===== config.mk =====
export PLATFORM = sky130hd
export DESIGN_NAME = fetch_stage
export DESIGN_NICKNAME = d
export VERILOG_FILES = /design/src/rtl/fetch_stage.sv
export SDC_FILE = /design/constraint.sdc
export NUM_CORES = 1
export LEC_CHECK = 0
export BUFFER_PORTS_ARGS = -buffer_cell sky130_fd_sc_hd__buf_4
export CAP_MARGIN = 20
export CELL_PAD_IN_SITES_DETAIL_PLACEMENT = 0
export CELL_PAD_IN_SITES_GLOBAL_PLACEMENT = 1
export CORE_ASPECT_RATIO = 0.5
export CORE_MARGIN = 10
export CORE_UTILIZATION = 34
export DETAILED_ROUTE_END_ITERATION = 8
export MAX_ROUTING_LAYER = met4
export PLACE_DENSITY = 0.77
export SKIP_CTS_REPAIR_TIMING = 1
export SLEW_MARGIN = 10
export SYNTH_ARGS = -nofsm -noshare
export SYNTH_HDL_FRONTEND = slang
export SYNTH_SLANG_ARGS = --single-unit

===== constraint.sdc =====
create_clock -name clk -period 2.5 [get_ports clk]
set_input_delay 0.375 -clock clk [delete_from_list [all_inputs] [get_ports clk]]
set_output_delay 0.375 -clock clk [all_outputs]
set_load 0.1 [all_outputs]

===== src/rtl/fetch_stage.sv =====
// rtl/fetch_stage.sv - RV32I instruction fetch stage with PC select and IF/ID register
// Holds pc_f, picks the next PC by redirect/stall priority and registers the fetched word.

module fetch_stage #(
  parameter logic [31:0] RESET_PC  = 32'h0000_0000,
  parameter logic [31:0] NOP_INSTR = 32'h0000_0013
) (
  input  logic        clk,
  input  logic        rst,
  input  logic        stall_i,
  input  logic        redirect_d_i,
  input  logic [31:0] target_d_i,
  input  logic        redirect_e_i,
  input  logic [31:0] target_e_i,
  output logic [31:0] imem_addr_o,
  input  logic [31:0] imem_rdata_i,
  output logic [31:0] instr_d_o,
  output logic [6:0]  op_d_o,
  output logic [2:0]  func3_d_o,
  output logic [6:0]  func7_d_o,
  output logic [31:0] pc_d_o,
  output logic [31:0] pc_plus4_d_o,
  output logic        valid_d_o
);

  localparam logic [31:0] ALIGN_MASK = 32'hFFFF_FFFC;

  logic [31:0] pc_f_q,      pc_f_d;
  logic [31:0] dec_instr_q, dec_instr_d;
  logic [31:0] dec_pc_q,    dec_pc_d;
  logic [31:0] dec_pc4_q,   dec_pc4_d;
  logic        dec_valid_q, dec_valid_d;
  logic [31:0] pc_f_plus4;

  assign pc_f_plus4 = pc_f_q + 32'd4;

  // Execute redirect outranks stall: the stalled decode instruction is on the wrong path.
  always_comb begin
    pc_f_d      = pc_f_plus4;
    dec_instr_d = imem_rdata_i;
    dec_pc_d    = pc_f_q;
    dec_pc4_d   = pc_f_plus4;
    dec_valid_d = 1'b1;
    if (redirect_e_i) begin
      pc_f_d      = target_e_i & ALIGN_MASK;
      dec_instr_d = NOP_INSTR;
      dec_pc_d    = dec_pc_q;
      dec_pc4_d   = dec_pc4_q;
      dec_valid_d = 1'b0;
    end else if (stall_i) begin
      pc_f_d      = pc_f_q;
      dec_instr_d = dec_instr_q;
      dec_pc_d    = dec_pc_q;
      dec_pc4_d   = dec_pc4_q;
      dec_valid_d = dec_valid_q;
    end else if (redirect_d_i) begin
      pc_f_d      = target_d_i & ALIGN_MASK;
      dec_instr_d = NOP_INSTR;
      dec_pc_d    = dec_pc_q;
      dec_pc4_d   = dec_pc4_q;
      dec_valid_d = 1'b0;
    end
  end

  always_ff @(posedge clk) begin
    if (!rst) begin
      pc_f_q      <= RESET_PC & ALIGN_MASK;
      dec_instr_q <= NOP_INSTR;
      dec_pc_q    <= 32'd0;
      dec_pc4_q   <= 32'd0;
      dec_valid_q <= 1'b0;
    end else begin
      pc_f_q      <= pc_f_d;
      dec_instr_q <= dec_instr_d;
      dec_pc_q    <= dec_pc_d;
      dec_pc4_q   <= dec_pc4_d;
      dec_valid_q <= dec_valid_d;
    end
  end

  assign imem_addr_o  = pc_f_q;
  assign instr_d_o    = dec_instr_q;
  assign op_d_o       = dec_instr_q[6:0];
  assign func3_d_o    = dec_instr_q[14:12];
  assign func7_d_o    = dec_instr_q[31:25];
  assign pc_d_o       = dec_pc_q;
  assign pc_plus4_d_o = dec_pc4_q;
  assign valid_d_o    = dec_valid_q;

endmodule

==> results of run 1 <==
==> worst register-to-register path, delay by kind of cell (launching register included) <==
kind	cells	cell delay, ns
AND/OR/NAND/NOR	2	0.83
adder cells (fa/ha/maj)	1	0.32
AO/OA/AOI/OAI	3	0.55
flip-flops	1	0.40
==> Yosys cell counts, drive strengths merged (12+ instances only) <==
cell | n | area (µm²)
a21oi | 70 | 354.1
nand2 | 95 | 356.6
dfxtp | 127 | 2542
inv | 13 | 48.80
nand3 | 13 | 70.07
buf | 34 | 251.5
nor2 | 69 | 261.5
a22oi | 40 | 300.3
xnor2 | 12 | 105.1
nor3 | 15 | 91.34
o21ai | 52 | 260.3
clkbuf | 44 | 185.2
==> worst max-delay path by stage <==
| stage | slack [ns] | cells past startpoint | startpoint | endpoint |
|---|---|---|---|---|
| after floorplan | 0.01 | 5 | imem_addr_o[15] | imem_addr_o[24] |
| after global placement | 0.32 | 6 | imem_addr_o[2] | imem_addr_o[24] |
| after detailed placement | 0.29 | 6 | imem_addr_o[2] | imem_addr_o[24] |
| after CTS | 0.27 | 6 | imem_addr_o[2] | imem_addr_o[24] |
| after global routing | 0.17 | 6 | imem_addr_o[2] | imem_addr_o[30] |
| final | 0.28 | 6 | imem_addr_o[2] | imem_addr_o[24] |
==> cells by family (layout without fill, tap and decap cells) <==
family	Yosys count	in the layout	share of synthesized area (%)
buffers and inverters	91	309	8.431
XOR/XNOR	19	19	2.890
AND/OR/NAND/NOR	238	238	20.08
flip-flops	127	127	44.15
multiplexers	6	6	1.043
adder cells (fa/ha/maj)	1	1	0.2173
AO/OA/AOI/OAI	215	215	23.19
==> flip-flops by register name, summed over array words and instances (netlist names) <==
signal        flops
imem_addr_o      32
instr_d_o        32
pc_d_o           32
valid_d_o         1
pc_plus4_d_o     30
==> routing by layer <==
layer	wire, µm	vias to the layer above
met4	377	0
met5	0	-
li1	-	2862
met2	10600	234
met1	9358	2804
met3	1610	27
==> area by class of cell <==
class                           count  share of cell area (%)
Clock buffer                       22                   6.022
Clock inverter                     10                   1.037
Inverter                           13                  0.5946
Multi-Input combinational cell    479                   33.42
Sequential cell                   127                   31.16
Tap cell                          227                   3.461
Timing Repair Buffer              264                   24.30
==> stage by stage <==
stage          setup slack [ns]  hold WS (ns)  power, mW  instance area [µm²]
2_1_floorplan           0.01163        0.4405      3.119                 5773
3_3_place_gp             0.3183        0.4445      3.481                 7627
3_5_place_dp             0.2876        0.4485      3.489                 7627
4_1_cts                  0.2714        0.1634      5.922                 8207
5_1_grt                  0.1657        0.1653      6.076                 8207
6_report                 0.2759        0.1789      5.872                 8207
==> power breakdown <==
part / total [mW] / leakage [nW] / switching [mW] / internal [mW]
Sequential: 2.21 / 1.04 / 0.104 / 2.11
Clock: 2.43 / 0.280 / 0.939 / 1.49
Combinational: 1.23 / 2.11 / 0.904 / 0.328
Total: 5.87 / 3.43 / 1.95 / 3.92
==> key figures, run 1 <==
Run status
  • Status: finished, final reports clean

Timing
  • Slew @ Worst Pin: 0.5881 ns
  • Slew headroom: 60.66%
  • Final setup violation count: 0
  • Share of the clock period used by the worst path: 88.97%
  • Achievable clock frequency: around 450 MHz
  • Total negative slack: 0 ns
  • RSZ-0062 raised after global routing: no
  • Final Critical Period: 2.224 ns
  • Max-slew violations: 0
  • Final Hold Vio Count: 0
  • Final Skew: 0.006913 ns

GRT
  • Pin count of the biggest net entering global routing: 45
  • Busiest grt layer: met2
  • All-Layer GR Usage: approximately a fifth
  • GRT met1 Usage: 22.73%
  • Remaining Overflow, GRT: 0
  • First-pass GRT wire length: between 30000 and 40000 µm
  • Met2 Usage GRT: 30.08%
  • Vias in the first global route: 5838
  • Initial antenna violation count: 0
  • Grt met3 use: 4.822%

Worst setup path
  • CP arrival: 2.52 ns
  • Top delay family on crit path: simple AND/OR/NAND/NOR gates
  • Reg2reg end: imem_addr_o[24]
  • Worst path slowest cell: or4_4
  • Buffer and inverter count on the worst path: 0
  • Worst path required time: between 2 and 3 ns
  • Reg-to-reg setup timing slack: 0.28 ns
  • Worst reg2reg startpoint: imem_addr_o[2]
  • Worst Reg-to-Reg Cells: 6
  • Worst Setup End Kind: flip-flop
  • Setup crit start kind: flip-flop
  • Crit path max fanout: 7
  • CP Cell Sequence: ha_1 > nand4_4 > or4_4 > o31a_1 > o21ai_1 > a21oi_1
  • Crit Path Class: reg2reg
  • Crit path largest cell delay: around 0.62 ns

Synthesis
  • Post-Syn Nets: around 800
  • Post-synth EDFFs: 0
  • Avg Cell Area, Syn: roughly 8.3 µm²
  • Main synth FF type: dfxtp_1
  • Async set or reset register ratio after synthesis: 0%
  • Synth cell types: 59
  • Mapped Cells: approximately 700
  • Cell Area, Synth: 5758 µm²
  • Seq/Total Area, Yosys: between 40% and 50%
  • Ys Warns: 0
  • Yosys reg bits: between 100 and 150

Clock tree
  • Clock-pin slew on the worst setup and hold paths: 0.06 ns
  • Clock Sinks: roughly 130
  • CTS buffer count: 17
  • H-tree depth: 4
  • Clock tree buffer depth: 2
  • Clk root buf: clkbuf_16
  • Clock Latency Late Sink: roughly 0.42 ns
  • CTS tree: yes

Cells and area
  • Commonest non-fill, non-tap cells in the layout: 263 x buf_4, 115 x dfxtp_1, 94 x nand2_1
  • # nets final: between 1000 and 1500
  • Register area: roughly 2600 µm²
  • Commonest non-fill, non-tap cell in the layout: buf_4
  • Final core utilization: 49.81%
  • Area grow syn2layout: 42.52%
  • Fillers: 1603
  • Multi-input gate area: roughly 2700 µm²
  • Share of post-route cells with drive strength above 1: 36.17%
  • Cell Count, Final, Fillers Out: 1142
  • ANT cells: 0

Power
  • Power Density: 715.5 nW/µm²
  • Peak VDD IR: 0.4555 mV
  • Lkg Pwr: 3.429 nW

Worst hold path
  • Hold Path Class: in2reg
  • Worst Hold Depth: 3
  • Hold path startpoint: imem_rdata_i[0]
  • Hold endpoint: instr_d_o[0]

Placed design
  • RePlAce Congestion: 0.8234
  • Detail Placement HPWL: around 16000 µm
  • Dpl cells: around 1100
  • Port bufs: 242

Drt
  • Number of remaining DRC errors: 0
  • DR vias/cell: 5.190
  • Routed WL: 21950 µm
  • Via Count: roughly 5900
  • Initial DRC count: about 390
  • DRT antenna net count: 0
  • Drt pass-1 iters: 5
  • Post-DR wirelength/cell: 19.22 µm

Die
  • Die X: around 200 µm
  • Die Ht: between 100 and 150 µm
  • Die Area: 22860 µm²
  • Site Rows: 33
  • Initial Utilization: 34.95%
  • Boundary pin count: 247
  • Core area: between 15000 and 20000 µm²

Job
  • Max Cap Viol: 0
Power figures use the tool's default switching activity.
==> run 2: changes to the inputs <==
ABC_CLOCK_PERIOD_IN_PS = 2500   (was not set)
BUFFER_PORTS_ARGS = not set   (was -buffer_cell sky130_fd_sc_hd__buf_4)
CORE_UTILIZATION = 45   (was 34)
CTS_BUF_LIST = sky130_fd_sc_hd__clkbuf_16   (was not set)
DONT_BUFFER_PORTS = 1   (was not set)
PLACE_DENSITY = 0.76   (was 0.77)
==> run 2 against run 1 <==
Flip-flop and latch count unchanged. First-iteration DRC count up 23%. Core utilization up 8.6 points. Global-route usage up 3.2 points. Critical path depth unchanged. Non-clock buffer count down 127. Clock skew up 0.0015 ns. Design area down 10%. Sequential share of layout area up 3.9 points. Setup slack better by 0.0092 ns. Largest cell class unchanged. Power up 1.7%.
==> key figures, run 2 (same netlist as run 1, synthesis figures left out) <==
Run status
  • Status: finished, final reports clean

Die
  • Boundary pin count: 247
  • Die Area: 17990 µm²
  • Die Ht: about 100 µm
  • Site Rows: 29
  • Core area: 12590 µm²
  • Die X: between 150 and 200 µm
  • Initial Utilization: a little under half

GRT
  • All-Layer GR Usage: between 20% and 30%
  • Initial antenna violation count: 0
  • First-pass GRT wire length: 31290 µm
  • Pin count of the biggest net entering global routing: 69
  • Vias in the first global route: ~5500
  • Remaining Overflow, GRT: 0

Power
  • Power Density: 811.4 nW/µm²
  • Lkg Pwr: ~2.9 nW
  • Peak VDD IR: 0.4589 mV
  • Total Power: 5.969 mW

Worst setup path
  • Worst path required time: 2.78 ns
  • Crit Path Class: reg2reg
  • Crit path max fanout: 7
  • Setup crit start kind: flip-flop
  • Worst Setup End Kind: flip-flop
  • CP arrival: 2.49 ns

Clock tree
  • Clock tree buffer depth: 2
  • CTS tree: yes
  • CTS buffer count: 17
  • Clock Latency Late Sink: 0.41 ns
  • Clk root buf: clkbuf_16
  • Clock-pin slew on the worst setup and hold paths: 0.06 ns
  • Clock Sinks: 127
  • H-tree depth: 4

Timing
  • Max-slew violations: 0
  • Share of the clock period used by the worst path: 88.60%
  • Final setup violation count: 0
  • Final Critical Period: 2.215 ns
  • Achievable clock frequency: 451.5 MHz
  • Total negative slack: 0 ns
  • Final Skew: 0.008375 ns
  • Slew @ Worst Pin: 0.6382 ns
  • Final worst slack: 0.2851 ns
  • RSZ-0062 raised after global routing: no
  • Final Hold Vio Count: 0
  • Slew headroom: roughly 57%
  • Fin Hold WS: 0.1024 ns

Drt
  • DRT antenna net count: 0
  • Drt pass-1 iters: 5
  • Routed WL: 19970 µm
  • DR vias/cell: 5.666
  • Post-DR wirelength/cell: 20.84 µm
  • Number of remaining DRC errors: 0
  • Initial DRC count: approximately 480
  • Via Count: 5428

Cells and area
  • Share of post-route cells with drive strength above 1: roughly 28%
  • Cell Count, Final, Fillers Out: 958
  • Fillers: 1153
  • Commonest non-fill, non-tap cells in the layout: 129 x buf_4, 96 x dfxtp_1, 94 x nand2_1
  • Commonest non-fill, non-tap cell in the layout: buf_4
  • Cell area after layout: 7357 µm²
  • Final core utilization: 58.43%
  • Area grow syn2layout: 27.77%
  • # nets final: 877
  • ANT cells: 0

Placed design
  • RePlAce Congestion: 0.7912
  • Pre-CTS setup slack: 0.2759 ns
  • Dpl cells: 926
  • Placed inst area: ~6700 µm²
  • Port bufs: 0
  • Detail Placement HPWL: 14190 µm

Worst hold path
  • Hold Path Class: in2reg

Job
  • Max Cap Viol: 0
[run 2: changes by cell type in the layout (fill, tap and decap cells not counted), sizes merged]
cell / change
clkbuf: -5
bufinv: +4
clkinvlp: -2
buf: -127
inv: +3
[run 2: layer usage]
layer  vias to the layer above  wire (µm)  global-route usage, %  part of all wire, %
li1                       2608          -                      -                    -
met1                      2578       8500                  26.18                   43
met2                       222       9423                  35.49                   47
met3                        20       1840                  6.715                  9.2
met4                         0        201                  6.570                  1.0
met5                         -          0                      -                    0
[run 2: path summary, 6_finish.rpt]
check | cells past startpoint | from | slack, ns | to
setup / recovery | 6 | imem_addr_o[2] | 0.29 | imem_addr_o[29]
hold / removal | 1 | target_e_i[4] | 0.10 | imem_addr_o[4]
setup reg to reg | 6 | imem_addr_o[2] | 0.29 | imem_addr_o[29]
hold reg to reg | 2 | imem_addr_o[0] | 0.45 | pc_d_o[0]
[run 2: critical path, stage by stage, from the launching register on]
cell,delay [ns]
dfxtp_2,0.33
buf_4,0.33
nand4_2,0.25
nor4_2,0.61
a31oi_1,0.15
o21ai_0,0.30
a21oi_1,0.11
[run 2: cell type report]
cell class                      instances  area (µm²)  share of cell area (%)
Sequential cell                       127        2581                   35.09
Tap cell                              170       212.7                   2.891
Multi-Input combinational cell        479        2743                   37.28
Timing Repair Buffer                  137        1129                   15.34
Inverter                               13       48.80                  0.6633
Clock inverter                         15       217.7                   2.959
Clock buffer                           17       425.4                   5.782
[run 2: where the power goes]
part           switching, mW  leakage, nW  internal (mW)  total, mW
clock network          0.939        0.312           1.77       2.71
registers             0.0594         1.05           2.11       2.17
logic                  0.872         1.51          0.225       1.10
